**config.mk**
```make
export PLATFORM = sky130hd
export DESIGN_NAME = pipe_stage
export DESIGN_NICKNAME = d
export VERILOG_FILES = /design/src/rtl/rockwave_pipe_pkg.sv /design/src/rtl/pipe_stage_skid.sv /design/src/rtl/pipe_stage.sv
export SDC_FILE = /design/constraint.sdc
export NUM_CORES = 1
export LEC_CHECK = 0
export ABC_AREA = 0
export BUFFER_PORTS_ARGS = -buffer_cell sky130_fd_sc_hd__buf_2
export CAP_MARGIN = 20
export CORE_ASPECT_RATIO = 1.5
export CORE_UTILIZATION = 43
export DETAILED_ROUTE_END_ITERATION = 6
export PLACE_DENSITY = 0.86
export SLEW_MARGIN = 20
export SYNTH_ARGS = -nofsm -noshare
export SYNTH_HDL_FRONTEND = slang
export SYNTH_SLANG_ARGS = --single-unit
```
**constraint.sdc**
```tcl
create_clock -name clk -period 1.5 [get_ports clk]
set_input_delay 0.15 -clock clk [delete_from_list [all_inputs] [get_ports clk]]
set_output_delay 0.15 -clock clk [all_outputs]
set_load 0.005 [all_outputs]
```
**src/rtl/rockwave_pipe_pkg.sv**
```systemverilog
// Shared definitions for the pipeline-boundary register: mode selectors and
// the skid-buffer state encoding.
package rockwave_pipe_pkg;

    localparam int PIPE_MODE_BYPASS = 0;
    localparam int PIPE_MODE_REG    = 1;
    localparam int PIPE_MODE_SKID   = 2;

    localparam int STALL_CNT_W = 16;

    typedef enum logic [1:0] {
        EMPTY = 2'b00,
        ONE   = 2'b01,
        TWO   = 2'b10
    } skid_state_e;

endpackage

```
**src/rtl/pipe_stage_skid.sv**
```systemverilog
// Two-entry skid buffer: registered in_ready, so nothing on the downstream
// side reaches in_ready within the same cycle. out_data always comes from main.
module pipe_stage_skid
    import rockwave_pipe_pkg::*;
#(
    parameter int               WIDTH     = 32,
    parameter logic [WIDTH-1:0] RESET_VAL = '0
) (
    input  logic             clk,
    input  logic             rst_n,
    input  logic             flush,
    input  logic             in_valid,
    output logic             in_ready,
    input  logic [WIDTH-1:0] in_data,
    output logic             out_valid,
    input  logic             out_ready,
    output logic [WIDTH-1:0] out_data
);

    skid_state_e      r_state;
    logic             r_in_ready;
    logic             r_out_valid;
    logic [WIDTH-1:0] r_main;
    logic [WIDTH-1:0] r_skid;

    logic w_accept;
    logic w_pop;

    assign w_accept  = in_valid & r_in_ready;
    assign w_pop     = r_out_valid & out_ready;
    assign in_ready  = r_in_ready;
    assign out_valid = r_out_valid;
    assign out_data  = r_main;

    // NOTE: non-blocking assignments throughout, so every branch sees the
    // pre-edge values of r_main/r_skid and the TWO->ONE move is race-free.
    always_ff @(posedge clk or negedge rst_n) begin
        if (!rst_n) begin
            r_state     <= EMPTY;
            r_in_ready  <= 1'b1;
            r_out_valid <= 1'b0;
            r_main      <= RESET_VAL;
            r_skid      <= RESET_VAL;
        end else if (flush) begin
            // Data registers keep stale contents; they are ignored while empty.
            r_state     <= EMPTY;
            r_in_ready  <= 1'b1;
            r_out_valid <= 1'b0;
        end else begin
            case (r_state)
                EMPTY: begin
                    if (w_accept) begin
                        r_state     <= ONE;
                        r_main      <= in_data;
                        r_out_valid <= 1'b1;
                    end
                end
                ONE: begin
                    if (w_accept && !w_pop) begin
                        r_state    <= TWO;
                        r_skid     <= in_data;
                        r_in_ready <= 1'b0;
                    end else if (w_pop && !w_accept) begin
                        r_state     <= EMPTY;
                        r_out_valid <= 1'b0;
                    end else if (w_accept && w_pop) begin
                        r_main <= in_data;
                    end
                end
                TWO: begin
                    if (w_pop) begin
                        r_state    <= ONE;
                        r_main     <= r_skid;
                        r_in_ready <= 1'b1;
                    end
                end
                default: begin
                    r_state     <= EMPTY;
                    r_in_ready  <= 1'b1;
                    r_out_valid <= 1'b0;
                end
            endcase
        end
    end

endmodule

```
**src/rtl/pipe_stage.sv**
```systemverilog
// Pipeline-boundary register with valid/ready handshake and synchronous flush.
// MODE: 0 bypass, 1 single register, 2 skid buffer. PIPE_STAGE_STALL_CNT_EN adds stall_cnt.
module pipe_stage
    import rockwave_pipe_pkg::*;
#(
    parameter int               WIDTH     = 32,
    parameter int               MODE      = PIPE_MODE_REG,
    parameter logic [WIDTH-1:0] RESET_VAL = '0
) (
    input  logic                   clk,
    input  logic                   rst_n,
    input  logic                   flush,
    input  logic                   in_valid,
    output logic                   in_ready,
    input  logic [WIDTH-1:0]       in_data,
    output logic                   out_valid,
    input  logic                   out_ready,
    output logic [WIDTH-1:0]       out_data
`ifdef PIPE_STAGE_STALL_CNT_EN
    ,
    output logic [STALL_CNT_W-1:0] stall_cnt
`endif
);

    if (MODE == PIPE_MODE_BYPASS) begin : g_bypass
        assign out_valid = in_valid & ~flush;
        assign out_data  = in_data;
        assign in_ready  = out_ready | flush;
    end else if (MODE == PIPE_MODE_REG) begin : g_reg
        logic             r_valid;
        logic [WIDTH-1:0] r_data;
        logic             w_accept;

        assign in_ready  = ~r_valid | out_ready;
        assign w_accept  = in_valid & in_ready;
        assign out_valid = r_valid;
        assign out_data  = r_data;

        always_ff @(posedge clk or negedge rst_n) begin
            if (!rst_n) begin
                r_valid <= 1'b0;
                r_data  <= RESET_VAL;
            end else if (flush) begin
                r_valid <= 1'b0;
            end else if (w_accept) begin
                r_valid <= 1'b1;
                r_data  <= in_data;
            end else if (out_ready) begin
                r_valid <= 1'b0;
            end
        end
    end else begin : g_skid
        pipe_stage_skid #(
            .WIDTH     (WIDTH),
            .RESET_VAL (RESET_VAL)
        ) u_skid (
            .clk       (clk),
            .rst_n     (rst_n),
            .flush     (flush),
            .in_valid  (in_valid),
            .in_ready  (in_ready),
            .in_data   (in_data),
            .out_valid (out_valid),
            .out_ready (out_ready),
            .out_data  (out_data)
        );
    end

`ifdef PIPE_STAGE_STALL_CNT_EN
    if (MODE == PIPE_MODE_BYPASS) begin : g_stall_off
        assign stall_cnt = '0;
    end else begin : g_stall
        logic [STALL_CNT_W-1:0] r_stall_cnt;

        // Saturating; flush deliberately leaves it alone.
        always_ff @(posedge clk or negedge rst_n) begin
            if (!rst_n) begin
                r_stall_cnt <= '0;
            end else if (out_valid && !out_ready && (r_stall_cnt != '1)) begin
                r_stall_cnt <= r_stall_cnt + 16'd1;
            end
        end

        assign stall_cnt = r_stall_cnt;
    end
`endif

endmodule
```
==> metrics.txt, run 1 <==
fmax 690 MHz; Yosys top cell area share 65.3%; Global Route Usage Sum 17.9%; DRT iter0 DRCs 1; worst hold start flush; crit share post-route approximately 97%; number of gates resized after CTS 0; clk buf depth 2; Setup Buffers After CTS 0; WP data arrival between 1500 and 2000 ps; Die Area 0.00316 mm²; initial antenna violation count 0; WHS Path Cells 2; remaining antenna violation count 0; Post-Syn Nets 110; Slew @ Worst Pin 701 ps; Worst Setup Start Kind flop; RSZ-0062 raised after global routing false; fin nets about 190; critical path required time 1660 ps; Critical R2R Capture out_data[9]; Final Hold Viols 0; Cell variety after synth 7; Gate Count Post-Synth 73; minimum clock period between 1000 and 1500 ps; setup_tns 0 ps; Max Slew Vio Count 0; Cells after DPL 178; ys flop type dfrtp_1; CTS Buf Count 5; crit end category flop; Buffers on Ports 70; area of the multi-input gates between 400 and 500 µm²; DRC errors left 0; Setup CP Type flop to flop; Max Cap Viol 0; Fillers 213; GP Congestion between 0.7 and 0.8; #FFs+latches synth 33; routed len/inst 13.2 µm; FF+latch area 826 µm²; Max-slew headroom 53.2%; outcome finished clean; Initial DRT Pass Iterations 2; most common cell in the netlist dfrtp_1; first-pass GRT wire length 3820 µm; number of synthesized flops with an enable pin 0; worst r2r path cells 4; R2R setup slack roughly 51 ps; root buffer cell clkbuf_8; VDD IR max 689 µV; drt via density 4.68; count of final setup violators 0; total grt overflow 0; num ports 71; yosys warns 0; htree depth 2; share of layout cells above drive strength 1 74.7%; clock-pin slew on the worst setup and hold paths 60 ps; die height roughly 68 µm; Non-Filler Instances ~190; clock latency on the worst-skew pair 280 ps; asr flop ratio synth 100%; hold endpoint out_valid; antenna diode count 0; syn avg cell area 17.3 µm²; P_leak 0.860 nW; vias in the first global route 889; reg2reg start out_valid; Hold Path Class input port to flop; most common library cells after synthesis 33 x dfrtp_1, 32 x mux2_2, 3 x buf_6; Clock Skews 3.26 ps; CTS tree yes; core area 0.00273 mm²; largest net degree at the start of global routing 34; Area contributors post-synth dfrtp_1 65%, mux2_2 29%, buf_6 2.7%; final wirelength ~2500 µm; DIE WIDTH 46.3 µm; cell accounting for the most synthesized area dfrtp_1; via count 875; Max FO, Critical Path 32; register area share after synthesis 65.3%; hold_buf cts 1; Core Rows 23; Cell Pwr Density 1240 mW/mm²; Syn Std Cell Area 0.00126 mm²; Area Growth Syn to Fin 37.6%; Starting Density between 40% and 50%; CTS Sinks 33
worst max-delay path by stage:
stage	startpoint	end
final	out_valid	out_data[9]
after detailed placement	out_valid	out_data[30]
after global placement	out_valid	out_data[13]
after CTS	out_valid	out_data[30]
after floorplan	out_valid	out_data[0]
after global routing	out_valid	out_data[30]
power by group:
group | switching, mW | internal (mW) | leakage (nW)
logic | 0.160 | 0.262 | 0.426
registers | 0.0706 | 1.04 | 0.389
clock network | 0.300 | 0.321 | 0.0450
metal layers:
metal	track usage [%]	vias to the layer above	wire [µm]
met2	29.9	46	1310
met3	7.39	8	169
met5	0	-	0
met1	17.5	415	917
met4	11.8	0	70
li1	-	406	-
placed cells by master (no fill, tap or decap):
cell type and n:
buf_12 1, buf_2 70, clkbuf_1 1, clkbuf_8 5, clkinv_2 2, dfrtp_1 33
dlygate4sd3_1 1, inv_1 1, mux2_2 32, nor2_1 2, nor2b_4 1, nor3b_4 1
worst max-delay path, stage by stage, from the launching register on:
cell     delay (ps)
dfrtp_1         380
nor2b_4         140
nor3b_4         210
buf_12          230
mux2_2          360
registers in the layout, indices dropped and copies added (netlist names):
name       cells
out_data      32
out_valid      1
kinds of logic (layout without fill, tap and decap cells):
kind of cell           after synthesis  count (layout)  share of synthesized area, %
DFF                                 33              33                          65.3
muxes                               32              32                          28.5
and+or+nand+nor                      4               4                          3.17
buffers and inverters                4              81                          2.97
cell type report:
type	count	area share (%)
flip-flops and latches	33	47.5
well taps	37	2.66
clock inverters	2	0.576
clock buffers	6	4.17
repair buffers	72	21.9
multi-input cells	36	23.0
inverters	1	0.216
per-stage QoR:
stage / setup slack (ps) / hold slack, ps / utilization (%) / cell area, µm² / total power, mW
finish: 50.9 / 66.0 / 63.6 / 1740 / 2.15
global route: 3.32 / 69.8 / 63.6 / 1740 / 2.29
CTS: 50.4 / 60.7 / 63.6 / 1740 / 2.19
detailed placement: 52.9 / 239 / 60.2 / 1650 / 1.56
global placement: 116 / 217 / 60.2 / 1650 / 1.53
floorplan: 79.6 / -146 / - / 1260 / 1.31
No activity file was read; power rests on OpenSTA's default activity.
==> run 2: changes to the inputs <==
--- a/constraint.sdc
+++ b/constraint.sdc
@@ -3,2 +3,2 @@
 set_output_delay 0.15 -clock clk [all_outputs]
-set_load 0.005 [all_outputs]
+set_load 0.05 [all_outputs]
==> metrics.txt, run 2 (synthesis results as in run 1) <==
die height 68.4 µm (unchanged); Area Growth Syn to Fin 39.2% (was 37.6%); pre-CTS WS 31.1 ps (was 52.9 ps); share of layout cells above drive strength 1 74.8% (was 74.7%); WP data arrival 1620 ps (was 1610 ps); CTS Sinks 33 (unchanged); clock share of power 24.2% (was 28.8%); final worst setup slack 33.9 ps (was 50.9 ps); drt via density 4.78 (was 4.68); Global Route Usage Sum 17.8% (was 17.9%); GP Congestion 0.611 (was 0.708); net switching power 1.07 mW (was 0.530 mW); Setup CP Type flop to flop (unchanged); Initial DRT Pass Iterations 4 (was 2); CTS tree yes (unchanged); setup_tns 0 ps (unchanged); antenna diode count 0 (unchanged); first-pass GRT wire length 3640 µm (was 3820 µm); fmax 682 MHz (was 690 MHz); DRC errors left 0 (unchanged); root buffer cell clkbuf_8 (unchanged); Worst Setup Start Kind flop (unchanged); DIE WIDTH 46.3 µm (unchanged); Reg power frac 40.5% (was 51.6%); num ports 71 (unchanged); Cell Chain, Critical Path nor2b_4 > nor3b_4 > buf_12 > mux2_2 (unchanged); Core Rows 23 (unchanged); most frequent cells in the layout 70 x buf_2, 32 x mux2_2, 32 x dfrtp_1 (was 70 x buf_2, 33 x dfrtp_1, 32 x mux2_2); P_leak 0.865 nW (was 0.860 nW); final wirelength 2650 µm (was 2460 µm); Clock Skews 8.62 ps (was 3.26 ps); Buffers on Ports 70 (unchanged); RSZ-0062 raised after global routing true (was false); crit end category flop (unchanged); total grt overflow 0 (unchanged); Internal 1.68 mW (was 1.62 mW); Max-slew headroom 52.7% (was 53.2%); fin nets 187 (was 186); Max Slew Vio Count 0 (unchanged); slowest stage delay, CP 400 ps (was 380 ps); crit share post-route 97.7% (was 96.6%); Starting Density 46.2% (unchanged); Slew @ Worst Pin 710 ps (was 701 ps); DRT iter0 DRCs 13 (was 1); outcome finished clean (unchanged); Max FO, Critical Path 21 (was 32); count of final setup violators 0 (unchanged); vias in the first global route 861 (was 889); Cell Pwr Density 1560 mW/mm² (was 1240 mW/mm²); Die Area 0.00316 mm² (unchanged); minimum clock period 1470 ps (was 1450 ps); Max Cap Viol 0 (unchanged); via count 899 (was 875); CTS Buf Count 5 (unchanged); htree depth 2 (unchanged); VDD IR max 937 µV (was 689 µV); remaining antenna violation count 0 (unchanged); initial antenna violation count 0 (unchanged); Largest register FFs 32 (unchanged); switch share 38.7% (was 24.6%); routed len/inst 14.1 µm (was 13.2 µm); most common cell after layout, fill and taps aside buf_2 (unchanged); Gate power share 35.3% (was 19.6%); clock-pin slew on the worst setup and hold paths 70 ps (was 60 ps); Hold Path Class input port to flop (unchanged); power consumption 2.75 mW (was 2.15 mW); critical path required time 1660 ps (about the same); Worst path slowest cell dfrtp_2 (was dfrtp_1); Final Hold Viols 0 (unchanged); largest net degree at the start of global routing 34 (unchanged); clock latency on the worst-skew pair 280 ps (about the same); core area 0.00273 mm² (unchanged); clk buf depth 2 (unchanged); worst hold slack 66.8 ps (was 66.0 ps)
run 2: cell types whose count changed in the layout (fill, tap and decap cells not counted), sizes merged:
cell and delta:
clkbuf +2, clkinv -2, buf +1
run 2: worst paths after layout:
| path | start | to | slack (ps) | depth (start not counted) |
|---|---|---|---|---|
| max | out_valid | out_data[31] | 30 | 4 |
| min | flush | out_valid | 70 | 2 |
| max in group asynchronous | rst_n | out_valid | 560 | 2 |
| min in group asynchronous | rst_n | out_data[17] | 450 | 2 |
| max reg2reg | out_valid | out_data[31] | 30 | 4 |
| min reg2reg | out_data[18] | out_data[18] | 500 | 1 |
run 2: layer usage:
| metal | vias up | GRT usage, % | routed length [µm] |
|---|---|---|---|
| li1 | 405 | - | - |
| met1 | 436 | 15.3 | 861 |
| met2 | 49 | 30.8 | 1530 |
| met3 | 9 | 8.18 | 171 |
| met4 | 0 | 12.9 | 89 |
| met5 | - | 0 | 0 |
run 2: cell type report:
cell class                      count  area (µm²)
Clock buffer                        8        90.1
Fill cell                         216         975
Inverter                            1        3.75
Multi-Input combinational cell     36         400
Sequential cell                    33         827
Tap cell                           37        46.3
Timing Repair Buffer               73         392
run 2: timing repair:
item	in CTS	in global routing
endpoints found under the setup margin	0	19
buffers inserted	0	0
hold endpoints to repair	33	0
hold buffers	1	0
resized for setup	0	1
run 2: power by group through the flow:
stage / Sequential (mW) / Combinational, mW / Clock [mW]
floorplan: 1.66 / 0.177 / 0
global placement: 1.12 / 0.951 / 0
detailed placement: 1.13 / 0.973 / 0
CTS: 1.11 / 0.977 / 0.682
global route: 1.13 / 1.01 / 0.726
finish: 1.11 / 0.971 / 0.666
run 2: per-stage QoR:
| step | utilization, % | instances | instance area [µm²] |
|---|---|---|---|
| after floorplan | - | 73 | 1260 |
| after global placement | 60.5 | 179 | 1660 |
| after detailed placement | 60.5 | 179 | 1660 |
| after CTS | 64.2 | 188 | 1760 |
| after global routing | 64.3 | 188 | 1760 |
| final | 64.3 | 188 | 1760 |
run 2: critical path: cells and delay by family, from the launching register on:
family / cells / cell delay (ps)
muxes: 1 / 350
and+or+nand+nor: 2 / 380
buffers and inverters: 1 / 200
DFF: 1 / 400
==> run 3: changes to the inputs <==
ABC_AREA = 1   (was 0)
CORE_UTILIZATION = 44   (was 43)
PLACE_DENSITY = 0.87   (was 0.86)
==> metrics.txt, run 3 <==
antenna diode count 0 (unchanged); CTS tree yes (unchanged); Max Slew Vio Count 0 (unchanged); Max FO, Critical Path 13 (was 21); yosys warns 0 (unchanged); crit end category output pin (was flop); most common cell after layout, fill and taps aside buf_2 (unchanged); fmax 722 MHz (was 682 MHz); critical path required time 1350 ps (was 1660 ps); Cell variety after synth 10 (was 7); Die Area 0.00324 mm² (was 0.00316 mm²); final wirelength 3130 µm (was 2650 µm); die height 69.2 µm (was 68.4 µm); Area contributors post-synth dfrtp_1 62%, nand2_1 18%, nand3_1 12% (was dfrtp_1 65%, mux2_2 29%, buf_6 2.7%); post-route cell area 0.00182 mm² (was 0.00176 mm²); Placed Area 0.00170 mm² (was 0.00166 mm²); minimum clock period 1390 ps (was 1470 ps); number of synthesized flops with an enable pin 0 (unchanged); crit share post-route 92.4% (was 97.7%); most common cell in the netlist nand2_1 (was dfrtp_1); CTS Sinks 33 (unchanged); Post-Syn Nets 181 (was 110); fin nets 254 (was 187); Global Route Usage Sum 22.4% (was 17.8%); Gate Count Post-Synth 144 (was 73); Fillers 279 (was 216); core area 0.00288 mm² (was 0.00273 mm²); VDD IR max 909 µV (was 937 µV); Post-DP HPWL 2250 µm; Buffers on Ports 70 (unchanged); drt via density 4.71 (was 4.78); Area Growth Syn to Fin 37.3% (was 39.2%); outcome finished clean (unchanged); Final Hold Viols 0 (unchanged); Syn Std Cell Area 0.00133 mm² (was 0.00126 mm²); count of final setup violators 0 (unchanged); Max-slew headroom 73.3% (was 52.7%); num ports 71 (unchanged); DRT iter0 DRCs 39 (was 13); routed len/inst 12.2 µm (was 14.1 µm); Starting Density 46.0% (was 46.2%); CTS Buf Count 5 (unchanged); DRC errors left 0 (unchanged); Initial DRT Pass Iterations 4 (unchanged); Core Rows 24 (was 23); syn avg cell area 9.21 µm² (was 17.3 µm²); setup_tns 0 ps (unchanged); Cell Pwr Density 1460 mW/mm² (was 1560 mW/mm²); Max Cap Viol 0 (unchanged); remaining antenna violation count 0 (unchanged); Clock Skews 3.25 ps (was 8.62 ps); Slew @ Worst Pin 400 ps (was 710 ps); Hold Path Class input port to flop (unchanged); clock latency on the worst-skew pair 280 ps (about the same); htree depth 2 (unchanged); vias in the first global route 1152 (was 861); initial antenna violation count 0 (unchanged); first-pass GRT wire length 5160 µm (was 3640 µm); largest net degree at the start of global routing 33 (was 34); DIE WIDTH 46.8 µm (was 46.3 µm); via count 1211 (was 899); root buffer cell clkbuf_8 (unchanged); area of the multi-input gates 434 µm² (was 400 µm²); clk buf depth 2 (unchanged); most common library cells after synthesis 64 x nand2_1, 33 x dfrtp_1, 32 x nand3_1 (was 33 x dfrtp_1, 32 x mux2_2, 3 x buf_6); #FFs+latches synth 33 (unchanged); P_leak 1.07 nW (was 0.865 nW); total grt overflow 0 (unchanged); share of layout cells above drive strength 1 39.4% (was 74.8%); asr flop ratio synth 100% (unchanged); GP Congestion 0.743 (was 0.611); RSZ-0062 raised after global routing false (was true); WP data arrival 1240 ps (was 1620 ps); register area share after synthesis 62.3% (was 65.3%); FF+latch area 826 µm² (was 827 µm²); clock-pin slew on the worst setup and hold paths 70 ps (about the same); Setup CP Type flop to output pin (was flop to flop); cell accounting for the most synthesized area dfrtp_1 (unchanged); Largest register FFs 32 (unchanged); most frequent cells in the layout 70 x buf_2, 64 x nand2_1, 33 x dfrtp_1 (was 70 x buf_2, 32 x mux2_2, 32 x dfrtp_1); ys flop type dfrtp_1 (unchanged); Worst Setup Start Kind flop (unchanged); Yosys top cell area share 62.3% (was 65.3%)
==> run 3: cell types whose count changed after synthesis, sizes merged <==
cell and change:
mux2 -32, inv +1, nor2 -1, a21oi +1, nor2b -1, nor3b -1, buf +6, nand3 +32
nand2 +66
==> run 3: logic make-up (layout without fill, tap and decap cells) <==
kind of cell	Yosys count	in the layout	synth area share (%)
and+or+nand+nor	99	99	32.0
buffers and inverters	11	85	5.38
AOI/OAI and AO/OA	1	1	0.377
DFF	33	33	62.3
==> run 3: path summary, 6_finish.rpt <==
path	start	to	slack, ps	depth (start not counted)
max	out_valid	in_ready	110	2
min	flush	out_valid	80	2
max reg2reg	out_valid	out_data[22]	290	4
min reg2reg	out_data[11]	out_data[11]	460	2
max in group asynchronous	rst_n	out_data[20]	740	3
min in group asynchronous	rst_n	out_data[8]	340	2
==> run 3: what timing repair did <==
action | in CTS | in global routing
hold endpoints to repair | 16 | 0
resized for setup | 0 | 1
endpoints found under the setup margin | 0 | 4
setup buffers | 0 | 0
hold buffers | 1 | 0
==> run 3: critical path, stage by stage, from the launching register on <==
cell and delay [ps]:
dfrtp_1 400, nand2_2 230, buf_2 320
==> run 3: per-layer routing <==
metal	vias up	GRT usage (%)	part of all wire, %
li1	601	-	-
met1	557	28.5	44
met2	49	34.1	49
met3	4	6.51	5.5
met4	0	10.5	1.6
met5	-	0	0
==> run 3: cell type report <==
class                   instances  share of cell area [%]
clock inverters                 1                   0.275
clock buffers                   7                    5.29
repair buffers                 75                    22.1
well taps                      39                    2.68
multi-input cells             100                    23.8
inverters                       2                   0.412
flip-flops and latches         33                    45.4
==> run 3: power by group <==
part / switching (mW) / internal (mW) / total [mW]
Combinational: 0.651 / 0.190 / 0.840
Clock: 0.320 / 0.414 / 0.734
Sequential: 0.0667 / 1.02 / 1.08
==> run 3: through the flow <==
stage	setup slack [ps]	std cells	power, mW	hold slack, ps	util [%]
after floorplan	137	144	1.71	-146	-
after global placement	235	248	1.93	92.2	59.1
after detailed placement	105	248	1.94	94.9	59.1
after CTS	89.9	257	2.68	71.5	63.0
after global routing	40.7	257	2.79	69.3	63.2
final	115	257	2.66	80.1	63.2
